File: src/rtl/pipe_skid_pkg.sv
// Shared types and constants for the pipe_skid register slice.
package pipe_pkg;

  localparam int unsigned PIPE_WIDTH = 4;
  localparam int unsigned STALL_W    = 8;

  typedef enum logic [1:0] {
    EMPTY = 2'd0,
    BUSY  = 2'd1,
    FULL  = 2'd2
  } state_e;

endpackage

File: src/rtl/pipe_skid_if.sv
// Upstream and downstream valid/ready handshake bundle for pipe_skid.
interface pipe_skid_if #(
  parameter int unsigned WIDTH = pipe_pkg::PIPE_WIDTH
);

  logic             in_valid;
  logic [WIDTH-1:0] in_data;
  logic             in_ready;
  logic             out_valid;
  logic [WIDTH-1:0] out_data;
  logic             out_ready;

  modport slave (
    input  in_valid, in_data, out_ready,
    output in_ready, out_valid, out_data
  );

  modport master (
    output in_valid, in_data, out_ready,
    input  in_ready, out_valid, out_data
  );

endinterface

File: src/rtl/pipe_skid_reg_en.sv
// WIDTH-bit data register with load enable and synchronous reset to zero.
module pipe_reg_en #(
  parameter int unsigned WIDTH = pipe_pkg::PIPE_WIDTH
) (
  input  logic             clk_i,
  input  logic             reset_i,
  input  logic             en_i,
  input  logic [WIDTH-1:0] d_i,
  output logic [WIDTH-1:0] q_o
);

  always_ff @(posedge clk_i) begin
    if (reset_i) begin
      q_o <= '0;
    end else if (en_i) begin
      q_o <= d_i;
    end
  end

endmodule

File: src/rtl/pipe_skid.sv
// Two-entry valid/ready skid slice: main register drives out_data, skid absorbs one beat.
// Optional stall counter port stall_cnt enabled by PIPE_SKID_STATS_EN.
module pipe_skid
  import pipe_pkg::*;
#(
  parameter int unsigned WIDTH = PIPE_WIDTH
) (
  input  logic clk,
  input  logic reset,
  pipe_skid_if.slave bus
`ifdef PIPE_SKID_STATS_EN
  ,
  output logic [STALL_W-1:0] stall_cnt
`endif
);

  state_e           state_q, state_d;
  logic             in_fire, out_fire;
  logic             main_en, skid_en;
  logic [WIDTH-1:0] main_d, main_q, skid_q;

  always_ff @(posedge clk) begin
    if (reset) begin
      state_q <= EMPTY;
    end else begin
      state_q <= state_d;
    end
  end

  // Handshake outputs decode the state register only, keeping both sides registered.
  assign bus.out_valid = (state_q != EMPTY);
  assign bus.in_ready  = (state_q != FULL);
  assign bus.out_data  = main_q;

  always_comb begin
    state_d  = state_q;
    main_en  = 1'b0;
    skid_en  = 1'b0;
    main_d   = bus.in_data;
    in_fire  = bus.in_valid && (state_q != FULL);
    out_fire = bus.out_ready && (state_q != EMPTY);
    case (state_q)
      EMPTY: begin
        if (in_fire) begin
          main_en = 1'b1;
          state_d = BUSY;
        end
      end
      BUSY: begin
        if (in_fire && out_fire) begin
          main_en = 1'b1;
        end else if (in_fire) begin
          skid_en = 1'b1;
          state_d = FULL;
        end else if (out_fire) begin
          state_d = EMPTY;
        end
      end
      FULL: begin
        if (out_fire) begin
          main_en = 1'b1;
          main_d  = skid_q;
          state_d = BUSY;
        end
      end
      default: state_d = EMPTY;
    endcase
  end

  pipe_reg_en #(.WIDTH(WIDTH)) u_main (
    .clk_i   (clk),
    .reset_i (reset),
    .en_i    (main_en),
    .d_i     (main_d),
    .q_o     (main_q)
  );

  pipe_reg_en #(.WIDTH(WIDTH)) u_skid (
    .clk_i   (clk),
    .reset_i (reset),
    .en_i    (skid_en),
    .d_i     (bus.in_data),
    .q_o     (skid_q)
  );

`ifdef PIPE_SKID_STATS_EN
  logic [STALL_W-1:0] stall_cnt_q;

  always_ff @(posedge clk) begin
    if (reset) begin
      stall_cnt_q <= '0;
    end else if (bus.out_valid && !bus.out_ready && (stall_cnt_q != '1)) begin
      stall_cnt_q <= stall_cnt_q + 1'b1;
    end
  end

  assign stall_cnt = stall_cnt_q;
`endif

endmodule

File: src/flat_wrapper.sv
// flat-port wrapper written by rule: the top's interface ports become plain ports
module pipe_skid_flat import pipe_pkg::*;
#(
  parameter int unsigned WIDTH = PIPE_WIDTH
)
  (clk, reset, bus_in_valid, bus_in_data, bus_out_ready, bus_in_ready, bus_out_valid, bus_out_data);
  pipe_skid_if #(.WIDTH(WIDTH)) bus_i ();
  input  logic clk;
  input  logic reset;
  input wire logic [$bits(bus_i.in_valid)-1:0] bus_in_valid;
  input wire logic [$bits(bus_i.in_data)-1:0] bus_in_data;
  input wire logic [$bits(bus_i.out_ready)-1:0] bus_out_ready;
  output wire logic [$bits(bus_i.in_ready)-1:0] bus_in_ready;
  output wire logic [$bits(bus_i.out_valid)-1:0] bus_out_valid;
  output wire logic [$bits(bus_i.out_data)-1:0] bus_out_data;
  assign bus_i.in_valid = bus_in_valid;
  assign bus_i.in_data = bus_in_data;
  assign bus_i.out_ready = bus_out_ready;
  assign bus_in_ready = bus_i.in_ready;
  assign bus_out_valid = bus_i.out_valid;
  assign bus_out_data = bus_i.out_data;
  pipe_skid #(.WIDTH(WIDTH)) u_core (.clk(clk), .reset(reset), .bus(bus_i));
endmodule
File: config.mk
export PLATFORM = sky130hd
export DESIGN_NAME = pipe_skid_flat
export DESIGN_NICKNAME = d
export VERILOG_FILES = /design/src/rtl/pipe_skid_pkg.sv /design/src/rtl/pipe_skid_if.sv /design/src/rtl/pipe_skid_reg_en.sv /design/src/rtl/pipe_skid.sv /design/src/flat_wrapper.sv
export SDC_FILE = /design/constraint.sdc
export NUM_CORES = 1
export LEC_CHECK = 0
export BUFFER_PORTS_ARGS = -buffer_cell sky130_fd_sc_hd__buf_4
export CAP_MARGIN = 25
export CORE_AREA = 8 8 45 47
export DETAILED_ROUTE_END_ITERATION = 10
export DIE_AREA = 0 0 53 55
export PLACE_DENSITY = 0.68
export SETUP_SLACK_MARGIN = 0.15
export SLEW_MARGIN = 15
export SYNTH_ARGS = -nofsm -noshare
export SYNTH_HDL_FRONTEND = slang
export SYNTH_SLANG_ARGS = --single-unit
export TNS_END_PERCENT = 50
File: constraint.sdc
create_clock -name clk -period 3.4 [get_ports clk]
set_clock_uncertainty 0.2 [all_clocks]
set_input_delay 0.51 -clock clk [delete_from_list [all_inputs] [get_ports clk]]
set_output_delay 0.51 -clock clk [all_outputs]
set_load 0.01 [all_outputs]
==> reports/summary.md <==
The flow ran to the end, and the final reports show no timing, DRC or antenna violations. Clock latency on the worst-skew pair, taken at its later pin, is 0.26 ns. The die outline width came out at 53 µm. The mean routed wirelength per cell is 12.08 µm, and the number of stages on the worst hold path is 2. TritonCTS built the clock tree. Using the TritonRoute via totals, the vias-per-cell ratio works out to 5.051. The count of nets left with antenna violations after detail routing is 0. The worst-case IR drop observed on VDD is 203.7 µV. The number of diodes added for antenna fixing is 0. The global placer's final weighted congestion came out at 0.7053.

In this run the cell area measured after placement is 569.3 µm². The final-report max-slew violation count came out at 0. The synthesized area per cell came out at 9.827 µm². The number of different library cells used by synthesis comes to 18. The relative max-transition margin was 34.91%. The share of Yosys cell area claimed by the top area cell type came out at 42.44%.

The critical path startpoint category was a flop. The tools report the number of buffers added for setup after CTS as 0. Hold is met by 0.2491 ns.

The first TritonRoute pass finished after 4 iterations. The run gives 942 µm as the total wire length. The routed metal-1 wire length was 432 µm; the total of hold buffers inserted after clock tree synthesis was 0. The critical path in this run is classified as reg2reg.

The worst min-delay path category is in2reg. In this run the worst path has a maximum fanout of 8. The static leakage is 0.2823 nW, and the clock tree buffer depth is 2. The worst setup path is captured at a flop. Entering global routing, the biggest net connects 11 pins.

After synthesis, the cell types taking the most area are sky130_fd_sc_hd__dfxtp_1, sky130_fd_sc_hd__mux2i_1, sky130_fd_sc_hd__a221oi_1, sky130_fd_sc_hd__nor2_1, sky130_fd_sc_hd__a21o_1. The number of nets in the synthesized netlist is 56. The logs give 0 for the count of instances resized after the clock tree is built and 0 for the total global routing overflow.

Counting cells, the worst reg-to-reg path comes to 3. The tools report the cell at the root of the clock tree as sky130_fd_sc_hd__clkbuf_4. The net count of the finished layout is 71. Setup violations remaining at the end of the flow were counted as 0. The tools report the CTS sink count as 10. The most used flip-flop cell after synthesis is sky130_fd_sc_hd__dfxtp_1. The synthesized design contains 10 register bits. The total number of vias was 394; the cell area after synthesis was 471.7 µm². The die covers 2915 µm².

Detailed placement ended at an HPWL of 719.8 µm. The placement row count was 14; the number of global-route vias before repair was 363. In the global route stage, overall resource usage came out at 7.072%.

Summed over all nets, wire length on met3 after detailed routing comes to 61 µm. In this run the critical register-to-register path is captured at u_core.u_skid.q_o[0]$_SDFFE_PP0P_. Counting the buffers created by CTS gives 3. For this design the ratio of total power to cell area is 467.8 nW/µm².

The sum of internal, switching and leakage power came out at 0.0002833 W. The tools report the placeable core area as 1384 µm². For this configuration, the core starts out at a cell density of 34.09%. From bottom edge to top edge, the die measures 55 µm. After routing, the total negative slack on setup checks comes to 0 ns. After layout, the minimum clock period comes to 1.852 ns. The number of DRC violations after detailed routing was 0; the max-cap violation count was 0. Routed signal wires occupy layers up through met4.

Setup repair after global routing left no endpoint under its margin. The worst-case hold path end point is u_core.state_q[1]$_SDFFE_PP0P_. The layout has 144 filler cells. After layout, the worst path uses 54.48% of the clock period. Cells with a size suffix above 1 make up 30.65% of the layout. Port buffering added 13 buffers. The logs give 0 for the number of antenna violations at the first check in global routing and 1.55 ns for the slack of the worst reg-to-reg path. Yosys mapped a number of flops with a built-in enable equal to 0. The clock-pin slew on the worst setup and hold paths is 0.07 ns. Sequential elements use 42.44% of the synthesized area. The run gives 605.6 µm² as the post-route cell area. The run gives 14 as the number of I/O pins.

Derived from the worst setup path, the maximum achievable clock frequency is 0.5399 GHz. The tools report the count of endpoints failing hold in the final timing report as 0. The worst hold path begins at bus_out_ready. The area growth from synthesis to layout is 28.38%.

The routed design uses 433 µm of met2 wire. The count of yosys warnings during synthesis was 0. The run gives 8 as the initial DRC count. Data arrives at the worst endpoint at 1.81 ns. The first global-routing pass estimated 1490 µm of wire. sky130_fd_sc_hd__dfxtp_1 takes more of the synthesized area than any other cell. The proportion of synthesized flip-flops having asynchronous set or reset is 0%, and the actual slew at the worst max-slew pin is 0.9631 ns. The depth of the CTS H-tree is 1. Synthesis produced 48 cells.

The launching point of the worst reg2reg path was u_core.state_q[1]$_SDFFE_PP0P_. Data on the critical path is required at its endpoint by 3.36 ns.
==> layout by cell type (no fill, tap or decap) <==
cell type and instances:
sky130_fd_sc_hd__nor2_1 8, sky130_fd_sc_hd__mux2_4 1, sky130_fd_sc_hd__or2_2 1, sky130_fd_sc_hd__or3b_1 1
sky130_fd_sc_hd__a21oi_1 1, sky130_fd_sc_hd__inv_1 1, sky130_fd_sc_hd__nor4bb_1 1, sky130_fd_sc_hd__a21o_1 2
sky130_fd_sc_hd__clkbuf_8 1, sky130_fd_sc_hd__clkbuf_4 3, sky130_fd_sc_hd__and3b_1 1, sky130_fd_sc_hd__a221oi_1 4
sky130_fd_sc_hd__nand2_1 3, sky130_fd_sc_hd__dfxtp_1 10, sky130_fd_sc_hd__nand3b_1 2, sky130_fd_sc_hd__a211oi_1 1
sky130_fd_sc_hd__mux2i_1 8, sky130_fd_sc_hd__buf_4 13
==> how the worst max path moves through the flow <==
stage | slack, ns | startpoint | depth (start not counted) | to
floorplan | 1.90 | bus_in_valid | 3 | u_core.u_main.q_o[0]$_SDFFE_PP0P_
global placement | 1.34 | bus_out_ready | 4 | u_core.u_skid.q_o[2]$_SDFFE_PP0P_
detailed placement | 1.31 | bus_out_ready | 4 | u_core.u_skid.q_o[0]$_SDFFE_PP0P_
CTS | 1.55 | u_core.state_q[1]$_SDFFE_PP0P_ | 3 | u_core.u_skid.q_o[0]$_SDFFE_PP0P_
global route | 1.44 | u_core.state_q[1]$_SDFFE_PP0P_ | 3 | u_core.u_skid.q_o[0]$_SDFFE_PP0P_
finish | 1.55 | u_core.state_q[1]$_SDFFE_PP0P_ | 3 | u_core.u_skid.q_o[0]$_SDFFE_PP0P_
==> cell usage after synthesis (2+ instances only) <==
cell and instances:
sky130_fd_sc_hd__nand3b_1 2, sky130_fd_sc_hd__a221oi_1 4, sky130_fd_sc_hd__nand2_1 3, sky130_fd_sc_hd__a21o_1 2
sky130_fd_sc_hd__nor2_1 8, sky130_fd_sc_hd__dfxtp_1 10, sky130_fd_sc_hd__mux2i_1 8
==> logic make-up (layout without fill, tap and decap cells) <==
| family | count (synthesis) | count (layout) | share of synthesized area (%) |
|---|---|---|---|
| AO/OA/AOI/OAI | 8 | 8 | 13.26 |
| buffers and inverters | 4 | 18 | 5.037 |
| flip-flops | 10 | 10 | 42.44 |
| multiplexers | 9 | 9 | 20.16 |
| AND/OR/NAND/NOR | 17 | 17 | 19.10 |
==> state kept, by name (all words and copies together), names as in the netlist <==
| name | flops |
|---|---|
| u_core.u_main.q_o | 4 |
| u_core.u_skid.q_o | 4 |
| u_core.state_q | 2 |
==> cell type report <==
| class | count | area (µm²) | area share [%] |
|---|---|---|---|
| Clock buffer | 4 | 36.28 | 5.992 |
| Inverter | 1 | 3.754 | 0.6198 |
| Multi-Input combinational cell | 34 | 247.7 | 40.91 |
| Sequential cell | 10 | 200.2 | 33.06 |
| Tap cell | 16 | 20.02 | 3.306 |
| Timing Repair Buffer | 13 | 97.59 | 16.12 |
==> critical path: stages, from the launching register on <==
cell	delay (ns)
sky130_fd_sc_hd__dfxtp_1	0.38
sky130_fd_sc_hd__nor4bb_1	0.85
sky130_fd_sc_hd__mux2i_1	0.27
sky130_fd_sc_hd__nor2_1	0.05
==> power breakdown <==
group,total (W),internal [W],leakage [nW],switching (W)
registers,0.000129,0.000125,0.0821,0.00000461
clock network,0.000108,0.0000650,0.0210,0.0000431
logic,0.0000461,0.0000252,0.179,0.0000208
total,0.000283,0.000215,0.282,0.0000685
==> through the flow <==
stage	util, %	instances	setup WS, ns
detailed placement	41.14	74	1.313
global placement	41.14	74	1.345
global route	43.76	78	1.439
CTS	43.76	78	1.550
floorplan	-	48	1.904
finish	43.76	78	1.548
==> routing by layer <==
layer | vias up | track usage [%]
met1 | 181 | 7.362
met5 | - | 0
met2 | 9 | 10.35
met4 | 0 | 6.466
li1 | 202 | -
met3 | 2 | 3.476
Power figures use the tool's default switching activity.
